File: config.mk
export PLATFORM = sky130hd
export DESIGN_NAME = item_ram_arbiter
export DESIGN_NICKNAME = d
export VERILOG_FILES = /design/src/rtl/item_pkg.sv /design/src/rtl/rd_return_pipe.sv /design/src/rtl/item_ram_arbiter.sv
export SDC_FILE = /design/constraint.sdc
export NUM_CORES = 1
export LEC_CHECK = 0
export ABC_CLOCK_PERIOD_IN_PS = 3700
export BUFFER_PORTS_ARGS = -buffer_cell sky130_fd_sc_hd__buf_4
export CAP_MARGIN = 10
export CORE_UTILIZATION = 30
export DETAILED_ROUTE_END_ITERATION = 8
export PLACE_DENSITY = 0.71
export SLEW_MARGIN = 20
export SYNTH_ARGS = -nofsm -noshare
export SYNTH_HDL_FRONTEND = slang
export SYNTH_SLANG_ARGS = --single-unit
File: constraint.sdc
create_clock -name clock -period 3.7 [get_ports clock]
set_input_delay 1.11 -clock clock [delete_from_list [all_inputs] [get_ports clock]]
set_output_delay 1.11 -clock clock [all_outputs]
set_load 0.05 [all_outputs]
File: src/rtl/item_pkg.sv
// Shared definitions for the item RAM: geometry, requester identifiers,
// item record field positions and the lock/return-path types.
package item_pkg;

    localparam int ADDR_W = 4;
    localparam int DATA_W = 32;

    // Requester identifiers, also used as the owner tag on the read return path
    localparam logic [1:0] REQ_DRAW = 2'd0;
    localparam logic [1:0] REQ_P0   = 2'd1;
    localparam logic [1:0] REQ_P1   = 2'd2;

    // Item record layout
    localparam int ITEM_X_MSB       = 31;
    localparam int ITEM_X_LSB       = 23;
    localparam int ITEM_Y_MSB       = 18;
    localparam int ITEM_Y_LSB       = 11;
    localparam int ITEM_TYPE_MSB    = 3;
    localparam int ITEM_TYPE_LSB    = 2;
    localparam int ITEM_VISIBLE_BIT = 1;
    localparam int ITEM_MOVING_BIT  = 0;

    // Rope ownership of the RAM for read-modify-write sequences
    typedef enum logic [1:0] {
        LOCK_IDLE = 2'd0,
        LOCK_OWN0 = 2'd1,
        LOCK_OWN1 = 2'd2
    } lock_state_t;

    // One entry of the read-return delay line
    typedef struct packed {
        logic       valid;
        logic [1:0] owner;
    } rd_tag_t;

    // Extract the item type field (stone/gold/diamond) from a record
    function automatic logic [1:0] item_type(input logic [DATA_W-1:0] rec);
        return rec[ITEM_TYPE_MSB:ITEM_TYPE_LSB];
    endfunction

endpackage

File: src/rtl/rd_return_pipe.sv
// Delay line that follows each granted read through the RAM latency and,
// on exit, pulses the owner's rvalid while presenting ram_q on rdata.
module rd_return_pipe #(
    parameter int RAM_LAT = 1,
    parameter int DATA_W  = 32
) (
    input  logic              clock,
    input  logic              resetn,
    input  logic              i_push,
    input  logic [1:0]        i_owner,
    input  logic [DATA_W-1:0] i_ram_q,
    output logic              o_d_rvalid,
    output logic              o_p0_rvalid,
    output logic              o_p1_rvalid,
    output logic [DATA_W-1:0] o_rdata
);
    import item_pkg::*;

    rd_tag_t [RAM_LAT:0] r_tag;
    rd_tag_t             w_in;
    rd_tag_t             w_exit;

    // Pack the incoming tag for the head of the delay line
    always_comb begin
        w_in       = '0;
        w_in.valid = i_push;
        w_in.owner = i_owner;
    end

    // Shift tags one stage per cycle; reset discards reads in flight
    always_ff @(posedge clock) begin
        if (!resetn) begin
            r_tag <= '0;
        end else begin
            r_tag <= {r_tag[RAM_LAT-1:0], w_in};
        end
    end

    // Decode the exiting tag into per-requester pulses and gate the data bus
    always_comb begin
        w_exit      = r_tag[RAM_LAT];
        o_d_rvalid  = 1'b0;
        o_p0_rvalid = 1'b0;
        o_p1_rvalid = 1'b0;
        o_rdata     = '0;
        if (w_exit.valid) begin
            o_rdata = i_ram_q;
            case (w_exit.owner)
                REQ_DRAW: o_d_rvalid  = 1'b1;
                REQ_P0:   o_p0_rvalid = 1'b1;
                REQ_P1:   o_p1_rvalid = 1'b1;
                default:  o_d_rvalid  = 1'b0;
            endcase
        end else begin
            o_rdata = '0;
        end
    end

endmodule

File: src/rtl/item_ram_arbiter.sv
// Arbiter for the single-port item RAM shared by the renderer and two rope
// controllers. Renderer first, then the lock owner, then round-robin.
module item_ram_arbiter #(
    parameter int ADDR_W  = item_pkg::ADDR_W,
    parameter int DATA_W  = item_pkg::DATA_W,
    parameter int RAM_LAT = 1
) (
    input  logic              clock,
    input  logic              resetn,
    input  logic              draw_lock,
    input  logic              d_req,
    input  logic [ADDR_W-1:0] d_addr,
    output logic              d_gnt,
    output logic              d_rvalid,
    input  logic              p0_req,
    input  logic              p0_we,
    input  logic              p0_lock,
    input  logic [ADDR_W-1:0] p0_addr,
    input  logic [DATA_W-1:0] p0_wdata,
    output logic              p0_gnt,
    output logic              p0_rvalid,
    input  logic              p1_req,
    input  logic              p1_we,
    input  logic              p1_lock,
    input  logic [ADDR_W-1:0] p1_addr,
    input  logic [DATA_W-1:0] p1_wdata,
    output logic              p1_gnt,
    output logic              p1_rvalid,
    output logic [DATA_W-1:0] rdata,
    output logic [ADDR_W-1:0] ram_address,
    output logic [DATA_W-1:0] ram_data,
    output logic              ram_wren,
    input  logic [DATA_W-1:0] ram_q
);
    import item_pkg::*;

    lock_state_t       r_lock_st;
    lock_state_t       w_lock_eff;
    lock_state_t       w_lock_nxt;
    logic              r_rr;
    logic              w_rr_nxt;
    logic              w_gnt_d;
    logic              w_gnt_p0;
    logic              w_gnt_p1;
    logic              w_any_gnt;
    logic              w_sel_we;
    logic [ADDR_W-1:0] w_sel_addr;
    logic [DATA_W-1:0] w_sel_data;
    logic [1:0]        w_sel_owner;
    logic              w_rd_push;
    logic              r_d_gnt;
    logic              r_p0_gnt;
    logic              r_p1_gnt;
    logic [ADDR_W-1:0] r_ram_address;
    logic [DATA_W-1:0] r_ram_data;
    logic              r_ram_wren;

    // Lock state and round-robin pointer registers
    always_ff @(posedge clock) begin
        if (!resetn) begin
            r_lock_st <= LOCK_IDLE;
            r_rr      <= 1'b0;
        end else begin
            r_lock_st <= w_lock_nxt;
            r_rr      <= w_rr_nxt;
        end
    end

    // Grant decision; a dropped lock releases ownership in the same cycle
    always_comb begin
        w_gnt_d  = 1'b0;
        w_gnt_p0 = 1'b0;
        w_gnt_p1 = 1'b0;
        case (r_lock_st)
            LOCK_OWN0: w_lock_eff = p0_lock ? LOCK_OWN0 : LOCK_IDLE;
            LOCK_OWN1: w_lock_eff = p1_lock ? LOCK_OWN1 : LOCK_IDLE;
            default:   w_lock_eff = LOCK_IDLE;
        endcase
        if (d_req) begin
            w_gnt_d = 1'b1;
        end else if (draw_lock) begin
            w_gnt_d = 1'b0;
        end else begin
            case (w_lock_eff)
                LOCK_OWN0: w_gnt_p0 = p0_req;
                LOCK_OWN1: w_gnt_p1 = p1_req;
                default: begin
                    if (p0_req && p1_req) begin
                        w_gnt_p0 = ~r_rr;
                        w_gnt_p1 = r_rr;
                    end else begin
                        w_gnt_p0 = p0_req;
                        w_gnt_p1 = p1_req;
                    end
                end
            endcase
        end
        if (w_lock_eff != LOCK_IDLE) begin
            w_lock_nxt = w_lock_eff;
        end else if (w_gnt_p0 && p0_lock) begin
            w_lock_nxt = LOCK_OWN0;
        end else if (w_gnt_p1 && p1_lock) begin
            w_lock_nxt = LOCK_OWN1;
        end else begin
            w_lock_nxt = LOCK_IDLE;
        end
        if (w_gnt_p0) begin
            w_rr_nxt = 1'b1;
        end else if (w_gnt_p1) begin
            w_rr_nxt = 1'b0;
        end else begin
            w_rr_nxt = r_rr;
        end
    end

    // Select the winning requester's access
    always_comb begin
        w_sel_addr  = d_addr;
        w_sel_we    = 1'b0;
        w_sel_data  = '0;
        w_sel_owner = REQ_DRAW;
        if (w_gnt_p0) begin
            w_sel_addr  = p0_addr;
            w_sel_we    = p0_we;
            w_sel_data  = p0_wdata;
            w_sel_owner = REQ_P0;
        end else if (w_gnt_p1) begin
            w_sel_addr  = p1_addr;
            w_sel_we    = p1_we;
            w_sel_data  = p1_wdata;
            w_sel_owner = REQ_P1;
        end else begin
            w_sel_addr  = d_addr;
            w_sel_owner = REQ_DRAW;
        end
        w_any_gnt = w_gnt_d | w_gnt_p0 | w_gnt_p1;
        w_rd_push = w_any_gnt & ~w_sel_we;
    end

    // Grants and RAM controls all launch on the same edge
    always_ff @(posedge clock) begin
        if (!resetn) begin
            r_d_gnt       <= 1'b0;
            r_p0_gnt      <= 1'b0;
            r_p1_gnt      <= 1'b0;
            r_ram_address <= '0;
            r_ram_data    <= '0;
            r_ram_wren    <= 1'b0;
        end else begin
            r_d_gnt    <= w_gnt_d;
            r_p0_gnt   <= w_gnt_p0;
            r_p1_gnt   <= w_gnt_p1;
            r_ram_wren <= w_any_gnt & w_sel_we;
            if (w_any_gnt) begin
                r_ram_address <= w_sel_addr;
            end
            if (w_any_gnt && w_sel_we) begin
                r_ram_data <= w_sel_data;
            end
        end
    end

    assign d_gnt       = r_d_gnt;
    assign p0_gnt      = r_p0_gnt;
    assign p1_gnt      = r_p1_gnt;
    assign ram_address = r_ram_address;
    assign ram_data    = r_ram_data;
    assign ram_wren    = r_ram_wren;

    rd_return_pipe #(
        .RAM_LAT (RAM_LAT),
        .DATA_W  (DATA_W)
    ) u_rd_return_pipe (
        .clock       (clock),
        .resetn      (resetn),
        .i_push      (w_rd_push),
        .i_owner     (w_sel_owner),
        .i_ram_q     (ram_q),
        .o_d_rvalid  (d_rvalid),
        .o_p0_rvalid (p0_rvalid),
        .o_p1_rvalid (p1_rvalid),
        .o_rdata     (rdata)
    );

endmodule
==> results by group, run 1 <==
Run status
  • Status: complete, but fails checks
  • Failing checks: DRC

Floorplanning
  • I/O pin cnt: 193
  • DIE AREA: 9560 um^2
  • Starting Density: 0.313
  • Row count: 34
  • Core Box Area: 8810 um^2
  • Die Y: 97.8 um
  • Die W: 97.8 um

Critical path
  • Critical path peak fanout: 36
  • Slowest CP cell: o41ai_1
  • Worst path most repeated cell: buf_4
  • WP data required: 3.88 ns
  • CP max stage delay: 0.60 ns
  • CP Capture Type: flop
  • Setup crit start kind: input pin
  • Type of the worst setup path: input pin to flop
  • CP arrival: 3.29 ns
  • CP cell instances: buf_4 -> nand2_1 -> ha_1 -> and3b_1 -> buf_4 -> o41ai_1 -> a41oi_4 -> buf_16 -> o2bb2ai_2

Clocking
  • CTS Buffer Depth: 2
  • H-tree depth: 2
  • Clk Tree Root Cell: clkbuf_8
  • CTS buffer count: 5
  • Setup bufs post-CTS: 0
  • Cts-stage hold buffer count: 0
  • TritonCTS clock tree: yes
  • Post_cts resized: 0
  • Clk Latency, worst-skew pair: 0.30 ns
  • # clock sinks: 48
  • CTS clock-pin slew for the worst setup and hold paths: 0.08 ns

Synth
  • Top cells by count, synth: 48 x dfxtp_1, 39 x and2_1, 38 x inv_1, 38 x nor4_1, 36 x a31oi_1
  • Ys flop type: dfxtp_1
  • Top-area cell type share of the netlist area: 0.349
  • Unique cell type count in the Yosys netlist: 37
  • Post-Synthesis Cells: 317
  • Ys async rst share: 0
  • Synth area leaders: dfxtp_1 35%, and2_1 8.9%, nor4_1 8.6%, a31oi_1 8.2%, o2bb2ai_1 7.0%
  • Post-synth EDFFs: 0
  • Yosys Warn Count: 0
  • Sequential element share of the synthesized area: 0.349
  • Post-synth net total: 440
  • Post-synth top area cell: dfxtp_1
  • Most numerous cell in the Yosys netlist: dfxtp_1
  • Syn_area_per_cell: 8.68 um^2
  • Post-synthesis register bit count: 48
  • Synthesized cell area: 2750 um^2

Power and ir drop
  • Power per cell area: 286 nW/um^2
  • VDD IR max: 0.144 mV
  • P_leak: 2.06 nW

Cells and area
  • Final nets: 619
  • Design Area, Final: 4390 um^2
  • Layout cells sized above 1: 0.455
  • N_diodes: 0
  • Final Core Density: 0.498
  • Area delta synth->final: 59.4%
  • Filler cells: 833

GRT
  • Initial antenna violation count: 0
  • Largest net degree at the start of global routing: 44
  • GR Util All Layers: 0.184
  • Number of global-route vias before repair: 3018
  • Total grt overflow: 0
  • First-pass GRT wire length: 14400 um

STA
  • Setup WS post-layout: 0.596 ns
  • Max Slew Vio Count: 0
  • Max-slew headroom: 0.490
  • Worst slew pin tran: 0.763 ns
  • TNS Setup: 0 ns
  • Fin. Hold Viols: 0
  • Minimum clock period: 3.10 ns
  • F_max: 322 MHz
  • Clock Skew: 0.00862 ns
  • Setup violations, final: 0
  • Part of the cycle the worst path needs: 0.839
  • RSZ-0062 raised after global routing: no

Placement
  • RePlAce Congestion: 0.760
  • Placement Cell Area: 4250 um^2
  • Setup Slack @ Placement: 0.0354 ns
  • PortBufs: 192
  • DP HPWL: 6680 um

Routing
  • Initial DRC Count: 117
  • Drt first pass iters: 7
  • Antenna Nets Post-Route: 0
  • Vias: 3073
  • DRT Wirelength: 9020 um
  • Via density: 5.08
  • Average wire per standard cell: 14.9 um
  • DRC errors left: 36

Run
  • MaxCap Viol Count: 0

Min path
  • HP Class: flop to flop
[power breakdown]
part / switching, W / internal [W] / total (W)
logic: 0.000186 / 0.000157 / 0.000342
clock network: 0.000172 / 0.000201 / 0.000372
registers: 0.0000105 / 0.000529 / 0.000539
[placed cells by master (no fill, tap or decap), drive strengths merged, types with 3 or more instances in the layout]
| cell | count |
|---|---|
| buf | 203 |
| dfxtp | 48 |
| and2 | 39 |
| inv | 38 |
| nor4 | 38 |
| a31oi | 37 |
| o2bb2ai | 32 |
| o21a | 7 |
| clkbuf | 6 |
| ha | 5 |
| nand2 | 4 |
| o21ai | 4 |
| nor2b | 4 |
| nor2 | 3 |
| nand2b | 3 |
| a32o | 3 |
[flip-flops by register name (all words and copies together) (netlist names)]
register and cells:
ram_wren 1, u_rd_return_pipe.r_tag 5, p1_gnt 1, ram_data 32, ram_address 4, r_rr 1
d_gnt 1, p0_gnt 1, r_lock_st 2
[critical path: cells and delay by family]
kind,cells,cell delay [ns]
AO/OA/AOI/OAI,3,0.91
AND/OR/NAND/NOR,2,0.29
adder cells (fa/ha/maj),1,0.36
buffers and inverters,3,0.59
[path summary, 6_finish.rpt]
kind                                  start                        end  slack (ns)  cells after the start
setup reg to reg               r_lock_st[0]                ram_data[2]        0.73                     10
setup / recovery                    p0_lock                ram_data[2]        0.60                      9
hold / removal    u_rd_return_pipe.r_tag[2]  u_rd_return_pipe.r_tag[5]        0.44                      1
hold reg to reg   u_rd_return_pipe.r_tag[2]  u_rd_return_pipe.r_tag[5]        0.44                      1
[layer usage]
metal	GRT usage	wire, um	up-vias
met5	0	0	-
met4	0.0396	126	0
met3	0.0494	841	15
met2	0.336	4480	154
met1	0.215	3570	1387
li1	-	-	1517
[logic make-up (layout without fill, tap and decap cells)]
| group | after synthesis | after routing | share of synthesized area |
|---|---|---|---|
| and+or+nand+nor | 105 | 105 | 0.238 |
| AOI/OAI and AO/OA | 89 | 89 | 0.276 |
| buffers and inverters | 69 | 249 | 0.110 |
| DFF | 48 | 48 | 0.349 |
| adders and majority gates | 5 | 5 | 0.0227 |
| muxes | 1 | 1 | 0.00364 |
[metrics by stage]
stage	hold slack [ns]	instances	power, W
2_1_floorplan	0.412	317	0.000736
3_3_place_gp	0.423	596	0.000886
3_5_place_dp	0.424	596	0.000890
4_1_cts	0.444	604	0.00126
5_1_grt	0.476	605	0.00132
6_report	0.440	605	0.00125
[final cells by class]
| type | count | area, um^2 | area share |
|---|---|---|---|
| Clock buffer | 6 | 72.6 | 0.0165 |
| Timing Repair Buffer | 203 | 1540 | 0.352 |
| Sequential cell | 48 | 961 | 0.219 |
| Tap cell | 108 | 135 | 0.0308 |
| Clock inverter | 2 | 35.0 | 0.00798 |
| Multi-Input combinational cell | 200 | 1500 | 0.341 |
| Inverter | 38 | 143 | 0.0325 |
No activity file was read; power rests on OpenSTA's default activity.
==> inputs of run 2 (changes only) <==
--- a/config.mk
+++ b/config.mk
@@ -5,12 +5,12 @@
 export SDC_FILE = /design/constraint.sdc
 export NUM_CORES = 1
 export LEC_CHECK = 0
-export ABC_CLOCK_PERIOD_IN_PS = 3700
+export ABC_CLOCK_PERIOD_IN_PS = 2750
 export BUFFER_PORTS_ARGS = -buffer_cell sky130_fd_sc_hd__buf_4
 export CAP_MARGIN = 10
 export CORE_UTILIZATION = 30
 export DETAILED_ROUTE_END_ITERATION = 8
-export PLACE_DENSITY = 0.71
+export PLACE_DENSITY = 0.73
 export SLEW_MARGIN = 20
 export SYNTH_ARGS = -nofsm -noshare
 export SYNTH_HDL_FRONTEND = slang
==> constraint.sdc (replaced) <==
create_clock -name clock -period 2.75 [get_ports clock]
set_input_delay 0.825 -clock clock [delete_from_list [all_inputs] [get_ports clock]]
set_output_delay 0.825 -clock clock [all_outputs]
set_load 0.05 [all_outputs]
==> run 2 against run 1 <==
- the flow still finishes with violations (DRC)
- via count increased by 1.0%
- cell count increased by 1.5%
- combinational power increased by 39%
- critical path type is now flop to flop
- critical endpoint is now ram_data[30]
- largest cell class unchanged
==> results by group, run 2 (synthesized netlist as in run 1, its figures left out) <==
GRT
  • First-pass GRT wire length: 14000 um
  • Initial antenna violation count: 0
  • Grt met2 use: 0.340
  • GR met1 Demand/Resource: 0.201
  • Busiest grt layer: met2
  • Total grt overflow: 0
  • Number of global-route vias before repair: 2946
  • GR Util All Layers: 0.181
  • Met3 Use GR: 0.0458
  • Largest net degree at the start of global routing: 37

Placement
  • RePlAce Congestion: 0.765
  • Placement Cell Area: 4390 um^2
  • Cell count after placement: 606
  • PortBufs: 192
  • Setup Slack @ Placement: -0.122 ns
  • DP HPWL: 6970 um

Clocking
  • CTS clock-pin slew for the worst setup and hold paths: 0.09 ns
  • Cts-stage hold buffer count: 0
  • # clock sinks: 48
  • TritonCTS clock tree: yes
  • CTS buffer count: 5
  • Setup bufs post-CTS: 0
  • H-tree depth: 2
  • Post_cts resized: 0
  • Clk Latency, worst-skew pair: 0.30 ns
  • CTS Buffer Depth: 2
  • Clk Tree Root Cell: clkbuf_8

Critical path
  • Setup crit start kind: flop
  • WP buf/inv: 5
  • Worst path most repeated cell: buf_4
  • Worst path depth: 12
  • CP arrival: 2.81 ns
  • Slowest CP cell: ha_1
  • CP cell instances: inv_1 -> ha_1 -> nand3b_1 -> ha_1 -> nor2b_2 -> buf_4 -> buf_4 -> nor4_1 -> buf_4 -> a31oi_4 -> buf_12 -> o2bb2ai_1
  • CP Capture Type: flop
  • WP data required: 2.94 ns
  • CP max stage delay: 0.36 ns
  • Largest delay contributor family on the critical path: buffers and inverters
  • Type of the worst setup path: flop to flop
  • R2R cell count: 12
  • Critical path peak fanout: 20

Floorplanning
  • Die Y: 97.8 um
  • DIE AREA: 9560 um^2
  • Die W: 97.8 um
  • Core Box Area: 8810 um^2
  • I/O pin cnt: 193
  • Row count: 34
  • Starting Density: 0.313

Run status
  • Status: complete, but fails checks
  • Failing checks: DRC

Min path
  • Hold Path Cell Cnt: 1
  • HP Class: flop to flop

Power and ir drop
  • VDD IR max: 0.322 mV
  • Power per cell area: 413 nW/um^2
  • P_leak: 2.15 nW

Cells and area
  • Area delta synth->final: 66.2%
  • Post-Layout Cell Count: 614
  • Design Area, Final: 4580 um^2
  • Most common cell after layout, fill and taps aside: buf_4
  • N_diodes: 0
  • Filler cells: 825
  • Final nets: 628
  • Max FFs per register: 32
  • Layout cells sized above 1: 0.472
  • Most frequent cells in the layout: 206 x buf_4, 48 x dfxtp_1, 39 x and2_1, 38 x inv_1, 38 x nor4_1

Routing
  • Via density: 5.06
  • Average wire per standard cell: 14.6 um
  • DRT Wirelength: 8940 um
  • Vias: 3105
  • Initial DRC Count: 148
  • Antenna Nets Post-Route: 0
  • DRC errors left: 36
  • Drt first pass iters: 6

STA
  • Fin. Hold Viols: 0
  • Worst slew pin tran: 0.607 ns
  • Setup WS post-layout: 0.137 ns
  • Min Hold Slack: 0.438 ns
  • Setup violations, final: 0
  • Max-slew headroom: 0.595
  • Clock Skew: 0.00535 ns
  • F_max: 383 MHz
  • Minimum clock period: 2.61 ns
  • Part of the cycle the worst path needs: 0.950
  • Max Slew Vio Count: 0

Run
  • MaxCap Viol Count: 0
run 2: per-stage QoR:
step,util,power [W],TNS (ns)
5_1_grt,0.520,0.00197,-0.00883
3_3_place_gp,0.499,0.00121,-1.81
2_1_floorplan,-,0.000991,0
3_5_place_dp,0.499,0.00121,-3.49
6_report,0.520,0.00189,0
4_1_cts,0.517,0.00191,0
run 2: area by class of cell:
type	instances	area (um^2)	area share
Timing Repair Buffer	212	1660	0.362
Inverter	38	143	0.0312
Clock inverter	3	90.1	0.0197
Clock buffer	5	68.8	0.0150
Sequential cell	48	961	0.210
Multi-Input combinational cell	200	1520	0.332
Tap cell	108	135	0.0295
run 2: per-layer routing:
layer / routed length, um / share of wire
met5: 0 / 0
met4: 76 / 0.0085
met3: 705 / 0.079
met2: 4660 / 0.52
met1: 3500 / 0.39
run 2: worst paths after layout:
check,startpoint,end,slack (ns)
min,u_rd_return_pipe.r_tag[1],u_rd_return_pipe.r_tag[4],0.44
max reg2reg,r_lock_st[0],ram_data[30],0.14
min reg2reg,u_rd_return_pipe.r_tag[1],u_rd_return_pipe.r_tag[4],0.44
max,r_lock_st[0],ram_data[30],0.14
run 2: power breakdown:
part	internal, W	leakage [nW]	switching (W)
clock	0.000455	0.0784	0.000237
sequential	0.000712	0.389	0.0000121
combinational	0.000222	1.69	0.000253
total	0.00139	2.15	0.000502
